$ cat config.mk
export PLATFORM = sky130hd
export DESIGN_NAME = pfram_arbiter_flat
export DESIGN_NICKNAME = d
export VERILOG_FILES = /design/src/rtl/pfram_arbiter_if.sv /design/src/rtl/pfram_arbiter.sv /design/src/flat_wrapper.sv
export SDC_FILE = /design/constraint.sdc
export NUM_CORES = 1
export LEC_CHECK = 0
export BUFFER_PORTS_ARGS = -buffer_cell sky130_fd_sc_hd__buf_2
export CAP_MARGIN = 20
export CORE_UTILIZATION = 48
export DETAILED_ROUTE_END_ITERATION = 16
export MAX_ROUTING_LAYER = met4
export PLACE_DENSITY = 0.76
export RECOVER_POWER = 50
export SLEW_MARGIN = 20
export SYNTH_ARGS = -nofsm -noshare
export SYNTH_HDL_FRONTEND = slang
export SYNTH_SLANG_ARGS = --single-unit
export TNS_END_PERCENT = 10
$ cat constraint.sdc
create_clock -name clk -period 1.8 [get_ports clk]
set_input_delay 0.27 -clock clk [delete_from_list [all_inputs] [get_ports clk]]
set_output_delay 0.27 -clock clk [all_outputs]
set_load 0.05 [all_outputs]
$ cat src/rtl/pfram_arbiter_if.sv
// Request, response and RAM-port signals of the playfield port-1 arbiter.
// The arbiter takes the slave side; the requesters and RAM take the master side.
interface pfram_arbiter_if #(
    parameter int ADDR_W = 10,
    parameter int DATA_W = 16
);
    logic              vid_req;
    logic [ADDR_W-1:0] vid_a;
    logic              vid_valid;
    logic [DATA_W-1:0] vid_do;

    logic              cpu_req;
    logic              cpu_we;
    logic              cpu_uds;
    logic              cpu_lds;
    logic [ADDR_W-1:0] cpu_a;
    logic [DATA_W-1:0] cpu_di;
    logic [DATA_W-1:0] cpu_do;
    logic              cpu_ack;

    logic              fill_start;
    logic [DATA_W-1:0] fill_val;
    logic              fill_busy;
    logic              fill_done;

    logic [ADDR_W-1:0] p1_a;
    logic [DATA_W-1:0] p1_di;
    logic              p1_r;
    logic              p1_uw;
    logic              p1_lw;
    logic [DATA_W-1:0] p1_do;

    modport slave (
        input  vid_req, vid_a,
        input  cpu_req, cpu_we, cpu_uds, cpu_lds, cpu_a, cpu_di,
        input  fill_start, fill_val,
        input  p1_do,
        output vid_valid, vid_do,
        output cpu_do, cpu_ack,
        output fill_busy, fill_done,
        output p1_a, p1_di, p1_r, p1_uw, p1_lw
    );

    modport master (
        output vid_req, vid_a,
        output cpu_req, cpu_we, cpu_uds, cpu_lds, cpu_a, cpu_di,
        output fill_start, fill_val,
        output p1_do,
        input  vid_valid, vid_do,
        input  cpu_do, cpu_ack,
        input  fill_busy, fill_done,
        input  p1_a, p1_di, p1_r, p1_uw, p1_lw
    );
endinterface

$ cat src/rtl/pfram_arbiter.sv
// Playfield RAM port-1 arbiter: video > CPU > fill, one registered slot per edge.
// Video reads stream every cycle; the CPU runs a req/ack FSM; fill sweeps the RAM.
module pfram_arbiter #(
    parameter int ADDR_W = 10,
    parameter int DATA_W = 16
) (
    input  logic           clk,
    input  logic           reset_n,
    pfram_arbiter_if.slave bus
);
    typedef enum logic [1:0] {
        C_IDLE,
        C_RD,
        C_ACK
    } cpu_state_t;

    cpu_state_t state;
    cpu_state_t state_next;

    logic              vid_gnt;
    logic              cpu_gnt;
    logic              fill_gnt;

    logic [ADDR_W-1:0] p1_a;
    logic [DATA_W-1:0] p1_di;
    logic              p1_r;
    logic              p1_uw;
    logic              p1_lw;

    logic              vid_pend;
    logic              vid_valid;

    logic [DATA_W-1:0] cpu_do;
    logic              cpu_ack;
    logic              cpu_rd;

    logic              fill_busy;
    logic              fill_last;
    logic              fill_done;
    logic [ADDR_W-1:0] fill_cnt;
    logic [DATA_W-1:0] fill_data;

    // Slot grant: video always, else a fresh CPU issue, else the fill engine.
    always_comb begin
        vid_gnt  = bus.vid_req;
        cpu_gnt  = !bus.vid_req && (state == C_IDLE) && bus.cpu_req;
        fill_gnt = !bus.vid_req && !cpu_gnt && fill_busy && !fill_last;
    end

    // CPU next state; a write skips C_RD, a video collision keeps us in C_IDLE.
    always_comb begin
        state_next = state;
        unique case (state)
            C_IDLE: if (cpu_gnt) state_next = bus.cpu_we ? C_ACK : C_RD;
            C_RD:   state_next = C_ACK;
            C_ACK:  if (!bus.cpu_req) state_next = C_IDLE;
            default: state_next = C_IDLE;
        endcase
    end

    // RAM port register: winner's controls for one cycle, enables cleared otherwise.
    always_ff @(posedge clk or negedge reset_n) begin
        if (!reset_n) begin
            p1_a  <= '0;
            p1_di <= '0;
            p1_r  <= 1'b0;
            p1_uw <= 1'b0;
            p1_lw <= 1'b0;
        end else begin
            p1_r  <= 1'b0;
            p1_uw <= 1'b0;
            p1_lw <= 1'b0;
            if (vid_gnt) begin
                p1_a <= bus.vid_a;
                p1_r <= 1'b1;
            end else if (cpu_gnt) begin
                p1_a <= bus.cpu_a;
                if (bus.cpu_we) begin
                    p1_di <= bus.cpu_di;
                    p1_uw <= bus.cpu_uds;
                    p1_lw <= bus.cpu_lds;
                end else begin
                    p1_r <= 1'b1;
                end
            end else if (fill_gnt) begin
                p1_a  <= fill_cnt;
                p1_di <= fill_data;
                p1_uw <= 1'b1;
                p1_lw <= 1'b1;
            end
        end
    end

    // Video strobe trails the grant by two edges, matching RAM read latency.
    always_ff @(posedge clk or negedge reset_n) begin
        if (!reset_n) begin
            vid_pend  <= 1'b0;
            vid_valid <= 1'b0;
        end else begin
            vid_pend  <= vid_gnt;
            vid_valid <= vid_pend;
        end
    end

    // CPU state, ack level and read capture on the first ack edge only.
    always_ff @(posedge clk or negedge reset_n) begin
        if (!reset_n) begin
            state   <= C_IDLE;
            cpu_ack <= 1'b0;
            cpu_do  <= '0;
            cpu_rd  <= 1'b0;
        end else begin
            state <= state_next;
            if (cpu_gnt) cpu_rd <= !bus.cpu_we;
            if (state == C_ACK && bus.cpu_req) begin
                cpu_ack <= 1'b1;
                if (!cpu_ack && cpu_rd) cpu_do <= bus.p1_do;
            end else begin
                cpu_ack <= 1'b0;
            end
        end
    end

    // Fill engine: latch on start when idle, step per granted slot, finish after top word.
    always_ff @(posedge clk or negedge reset_n) begin
        if (!reset_n) begin
            fill_busy <= 1'b0;
            fill_last <= 1'b0;
            fill_done <= 1'b0;
            fill_cnt  <= '0;
            fill_data <= '0;
        end else begin
            fill_done <= 1'b0;
            if (fill_last) begin
                fill_busy <= 1'b0;
                fill_last <= 1'b0;
                fill_done <= 1'b1;
            end else if (fill_gnt) begin
                fill_cnt <= fill_cnt + 1'b1;
                if (&fill_cnt) fill_last <= 1'b1;
            end else if (bus.fill_start && !fill_busy) begin
                fill_busy <= 1'b1;
                fill_cnt  <= '0;
                fill_data <= bus.fill_val;
            end
        end
    end

    assign bus.p1_a      = p1_a;
    assign bus.p1_di     = p1_di;
    assign bus.p1_r      = p1_r;
    assign bus.p1_uw     = p1_uw;
    assign bus.p1_lw     = p1_lw;
    assign bus.vid_valid = vid_valid;
    // Gated so the data bus reads zero whenever no video word is presented.
    assign bus.vid_do    = vid_valid ? bus.p1_do : '0;
    assign bus.cpu_do    = cpu_do;
    assign bus.cpu_ack   = cpu_ack;
    assign bus.fill_busy = fill_busy;
    assign bus.fill_done = fill_done;
endmodule
$ cat src/flat_wrapper.sv
// flat-port wrapper written by rule: the top's interface ports become plain ports
module pfram_arbiter_flat 
#(
    parameter int ADDR_W = 10,
    parameter int DATA_W = 16
)
  (clk, reset_n, bus_vid_req, bus_vid_a, bus_cpu_req, bus_cpu_we, bus_cpu_uds, bus_cpu_lds, bus_cpu_a, bus_cpu_di, bus_fill_start, bus_fill_val, bus_p1_do, bus_vid_valid, bus_vid_do, bus_cpu_do, bus_cpu_ack, bus_fill_busy, bus_fill_done, bus_p1_a, bus_p1_di, bus_p1_r, bus_p1_uw, bus_p1_lw);
  pfram_arbiter_if #(.ADDR_W(ADDR_W), .DATA_W(DATA_W)) bus_i ();
  input  logic clk;
  input  logic reset_n;
  input wire logic [$bits(bus_i.vid_req)-1:0] bus_vid_req;
  input wire logic [$bits(bus_i.vid_a)-1:0] bus_vid_a;
  input wire logic [$bits(bus_i.cpu_req)-1:0] bus_cpu_req;
  input wire logic [$bits(bus_i.cpu_we)-1:0] bus_cpu_we;
  input wire logic [$bits(bus_i.cpu_uds)-1:0] bus_cpu_uds;
  input wire logic [$bits(bus_i.cpu_lds)-1:0] bus_cpu_lds;
  input wire logic [$bits(bus_i.cpu_a)-1:0] bus_cpu_a;
  input wire logic [$bits(bus_i.cpu_di)-1:0] bus_cpu_di;
  input wire logic [$bits(bus_i.fill_start)-1:0] bus_fill_start;
  input wire logic [$bits(bus_i.fill_val)-1:0] bus_fill_val;
  input wire logic [$bits(bus_i.p1_do)-1:0] bus_p1_do;
  output wire logic [$bits(bus_i.vid_valid)-1:0] bus_vid_valid;
  output wire logic [$bits(bus_i.vid_do)-1:0] bus_vid_do;
  output wire logic [$bits(bus_i.cpu_do)-1:0] bus_cpu_do;
  output wire logic [$bits(bus_i.cpu_ack)-1:0] bus_cpu_ack;
  output wire logic [$bits(bus_i.fill_busy)-1:0] bus_fill_busy;
  output wire logic [$bits(bus_i.fill_done)-1:0] bus_fill_done;
  output wire logic [$bits(bus_i.p1_a)-1:0] bus_p1_a;
  output wire logic [$bits(bus_i.p1_di)-1:0] bus_p1_di;
  output wire logic [$bits(bus_i.p1_r)-1:0] bus_p1_r;
  output wire logic [$bits(bus_i.p1_uw)-1:0] bus_p1_uw;
  output wire logic [$bits(bus_i.p1_lw)-1:0] bus_p1_lw;
  assign bus_i.vid_req = bus_vid_req;
  assign bus_i.vid_a = bus_vid_a;
  assign bus_i.cpu_req = bus_cpu_req;
  assign bus_i.cpu_we = bus_cpu_we;
  assign bus_i.cpu_uds = bus_cpu_uds;
  assign bus_i.cpu_lds = bus_cpu_lds;
  assign bus_i.cpu_a = bus_cpu_a;
  assign bus_i.cpu_di = bus_cpu_di;
  assign bus_i.fill_start = bus_fill_start;
  assign bus_i.fill_val = bus_fill_val;
  assign bus_i.p1_do = bus_p1_do;
  assign bus_vid_valid = bus_i.vid_valid;
  assign bus_vid_do = bus_i.vid_do;
  assign bus_cpu_do = bus_i.cpu_do;
  assign bus_cpu_ack = bus_i.cpu_ack;
  assign bus_fill_busy = bus_i.fill_busy;
  assign bus_fill_done = bus_i.fill_done;
  assign bus_p1_a = bus_i.p1_a;
  assign bus_p1_di = bus_i.p1_di;
  assign bus_p1_r = bus_i.p1_r;
  assign bus_p1_uw = bus_i.p1_uw;
  assign bus_p1_lw = bus_i.p1_lw;
  pfram_arbiter #(.ADDR_W(ADDR_W), .DATA_W(DATA_W)) u_core (.clk(clk), .reset_n(reset_n), .bus(bus_i));
endmodule
==> metrics.md <==
| Metric | Value |
|---|---|
| Status | `finished, final reports clean` |
| # DRC | `0` |
| Final worst-path cycle share | `94.7%` |
| GRT met3 Usage | `under 10%` |
| Vias | `~3,100` |
| Syn Area/Cell | `10.3 um2` |
| Total Nets Final | `569` |
| Max_cap viols | `0` |
| P_leak | `between 2 and 2.5 nW` |
| H-Tree Depth | `3` |
| Hold Fails Final Rpt | `0` |
| Core area | `roughly 6900 um2` |
| Final GP Congestion | `0.936` |
| Required @ worst endpoint | `about 2.1 ns` |
| Pins Over Slew Limit | `0` |
| Critical path peak fanout | `14` |
| Power per Cell Area | `around 1300 nW/um2` |
| Row cnt | `30` |
| VDD IR max | `0.484 mV` |
| Prevailing post-synth register cell | `dfrtp_1` |
| Drt wl/cell | `14.2 um` |
| CP delay by family, top | `simple AND/OR/NAND/NOR gates` |
| Arrival @ worst endpoint | `1.99 ns` |
| Critical path capture point | `u_core.fill_cnt[6]` |
| Slowest-stage cell, CP | `dfrtp_1` |
| Worst slew pin tran | `0.852 ns` |
| DRT Pass-1 Iters | `4` |
| Clock Path Buffers | `2` |
| Crit Path Category | `reg2reg` |
| Clock Skew | `0.00671 ns` |
| Register area share after synthesis | `56.7%` |
| Slew margin rel. | `43.2%` |
| Critical path startpoint category | `register` |
| # diodes | `0` |
| Iter 0 DRT Violations | `117` |
| Overflow after GRT | `0` |
| Final setup fails | `0` |
| DPL Wire Length | `6290 um` |
| FF-to-FF End | `u_core.fill_cnt[6]` |
| Share of flip-flops with an asynchronous set or reset | `100%` |
| Synth top area cells | `dfrtp_1 57%, nand2_1 6.9%, mux2_2 5.1%` |
| WP buf/inv | `1` |
| First-pass GRT wire length | `13,200 um` |
| GRT busiest layer | `met2` |
| Tightest Hold Check Type | `in2reg` |
| CP Launch Point | `u_core.fill_last` |
| Met2 Use GR | `about two fifths` |
| Drt total wl | `8450 um` |
| CTS Root Cell | `clkbuf_8` |
| Fin crit period | `1.71 ns` |
| Met1 Track Usage GR | `27.0%` |
| Vias in the first global route | `2,959` |
| R2r worst-path depth | `5` |
| Yosys top cell by area | `dfrtp_1` |
| Setup TNS | `0 ns` |
| CP Depth | `5` |
| Cell Area, Synth | `3530 um2` |
| Synth Register Bits | `80` |
| Layout cells sized above 1 | `around 34%` |
| Slowest cell delay on critical path | `0.43 ns` |
| Synth top area share | `56.7%` |
| Total Routing Usage GR | `a little under a quarter` |
| Clk slew on worst S/H paths | `about 0.080 ns` |
| TritonCTS Buffers | `9` |
| Starting density of the core | `50.8%` |
| IO buf count | `140` |
| Initial antenna violation count | `0` |
| Reg2reg setup slack | `roughly 0.095 ns` |
| Hold slack | `0.110 ns` |
| Critical Path, Cell by Cell | `nand2b_1, or3_4, buf_4, o21ai_0, a21o_1` |
| Post-Syn Instances | `342` |
| Antenna viol nets, final | `0` |
| Die area | `7700 um2` |
| Routed vias/inst | `5.23` |
| F_max | `586 MHz` |
| Syn_nets | `419` |
| EDFF count, synth | `0` |
| I/O pin count | `around 140` |
| Total setup buffers inserted after CTS | `0` |
| Total power | `around 5.8 mW` |
| Area growth, synth to finish | `29.8%` |
| CTS tree | `done` |
| RR Startpoint | `u_core.fill_last` |
| CP endpoint kind | `register` |
| Yosys cell types | `40` |
| Pin count of the biggest net entering global routing | `49` |
| YS warnings | `0` |
| CTS Sinks | `80` |
| Die extent in y | `between 80 and 90 um` |
| Clock latency on the worst-skew pair | `approximately 0.35 ns` |
| Die width | `around 90 um` |
[how the worst min path moves through the flow]
stage / from / to / slack (ns) / depth (start not counted)
after floorplan: reset_n / u_core.bus.cpu_ack / -0.03 / 0
after global placement: reset_n / u_core.bus.p1_lw / 0.14 / 1
after detailed placement: reset_n / u_core.bus.p1_lw / 0.14 / 1
after CTS: bus_fill_val[10] / u_core.fill_data[10] / 0.10 / 3
after global routing: bus_fill_val[10] / u_core.fill_data[10] / 0.10 / 3
final: bus_fill_val[10] / u_core.fill_data[10] / 0.11 / 3
[tightest hold or removal path: stages]
cell and delay (ns):
buf_2 0.07, nand2_1 0.04, nand2_1 0.05
[flip-flops by register name (all words and copies together) (netlist names)]
signal	flops
u_core.bus.cpu_do	16
u_core.state	2
u_core.bus.vid_valid	1
u_core.bus.p1_uw	1
u_core.bus.p1_lw	1
u_core.cpu_rd	1
u_core.bus.fill_done	1
u_core.fill_cnt	10
u_core.bus.p1_a	10
u_core.fill_last	1
u_core.fill_data	16
u_core.bus.p1_r	1
u_core.bus.fill_busy	1
u_core.bus.p1_di	16
u_core.vid_pend	1
u_core.bus.cpu_ack	1
[metal layers]
layer  vias to the layer above  part of all wire, %
met4                         0                  2.7
met3                        22                  4.2
met2                       102                   51
met1                      1492                   42
met5                         -                    0
li1                       1483                    -
[logic make-up after synthesis]
logic type	synth area share [%]
buffers and inverters	4.29
adders and majority gates	0.355
and+or+nand+nor	19.7
xor gates and xnor gates	0.248
muxes	5.96
AOI/OAI and AO/OA	12.7
DFF	56.7
[timing repair]
item / in CTS / in global routing
pin swaps: 0 / 0
setup endpoints to repair: 2 / 20
hold endpoints to repair: 12 / 0
hold buffers: 1 / 0
gates resized for setup: 1 / 3
[cell type report]
type	instances	area, um2
Fill cell	586	2360
Sequential cell	80	2000
Multi-Input combinational cell	227	1410
Timing Repair Buffer	157	815
Clock buffer	12	145
Tap cell	96	120
Inverter	17	63.8
Clock inverter	4	30.0
[power breakdown]
part | leakage (nW) | switching, mW | total (mW) | internal, mW
clock network | 0.0866 | 0.626 | 1.17 | 0.542
logic | 1.24 | 1.61 | 2.20 | 0.587
registers | 0.978 | 0.263 | 2.45 | 2.19
total | 2.30 | 2.50 | 5.81 | 3.32
[cells in the final DEF (no fill, tap or decap), types with 10 or more instances in the layout]
cell	n
buf_2	112
o22ai_1	17
dfrtp_1	80
a21oi_1	18
mux2_2	16
inv_1	17
nand2_1	65
and2_1	17
nor3_1	12
clkbuf_1	31
clkbuf_8	10
buf_4	12
nor2_1	14
[Yosys cell counts, types with 6 or more instances]
| cell type | n |
|---|---|
| nor3_1 | 12 |
| and2_1 | 17 |
| dfrtp_1 | 80 |
| or3_1 | 7 |
| o22ai_1 | 17 |
| a2bb2oi_1 | 6 |
| nor2_1 | 14 |
| inv_1 | 17 |
| clkbuf_1 | 7 |
| buf_2 | 10 |
| mux2_2 | 16 |
| a21oi_1 | 18 |
| nand2_1 | 65 |
[per-stage QoR]
stage	worst slack (ns)	area, um2	utilization (%)	cells
after floorplan	0.0454	3530	-	342
after CTS	0.0108	4610	66.3	593
after global placement	0.103	4420	63.6	576
final	0.0948	4580	66.0	593
after detailed placement	-0.00597	4420	63.6	576
after global routing	-0.0117	4580	66.0	593
Power figures use the tool's default switching activity.
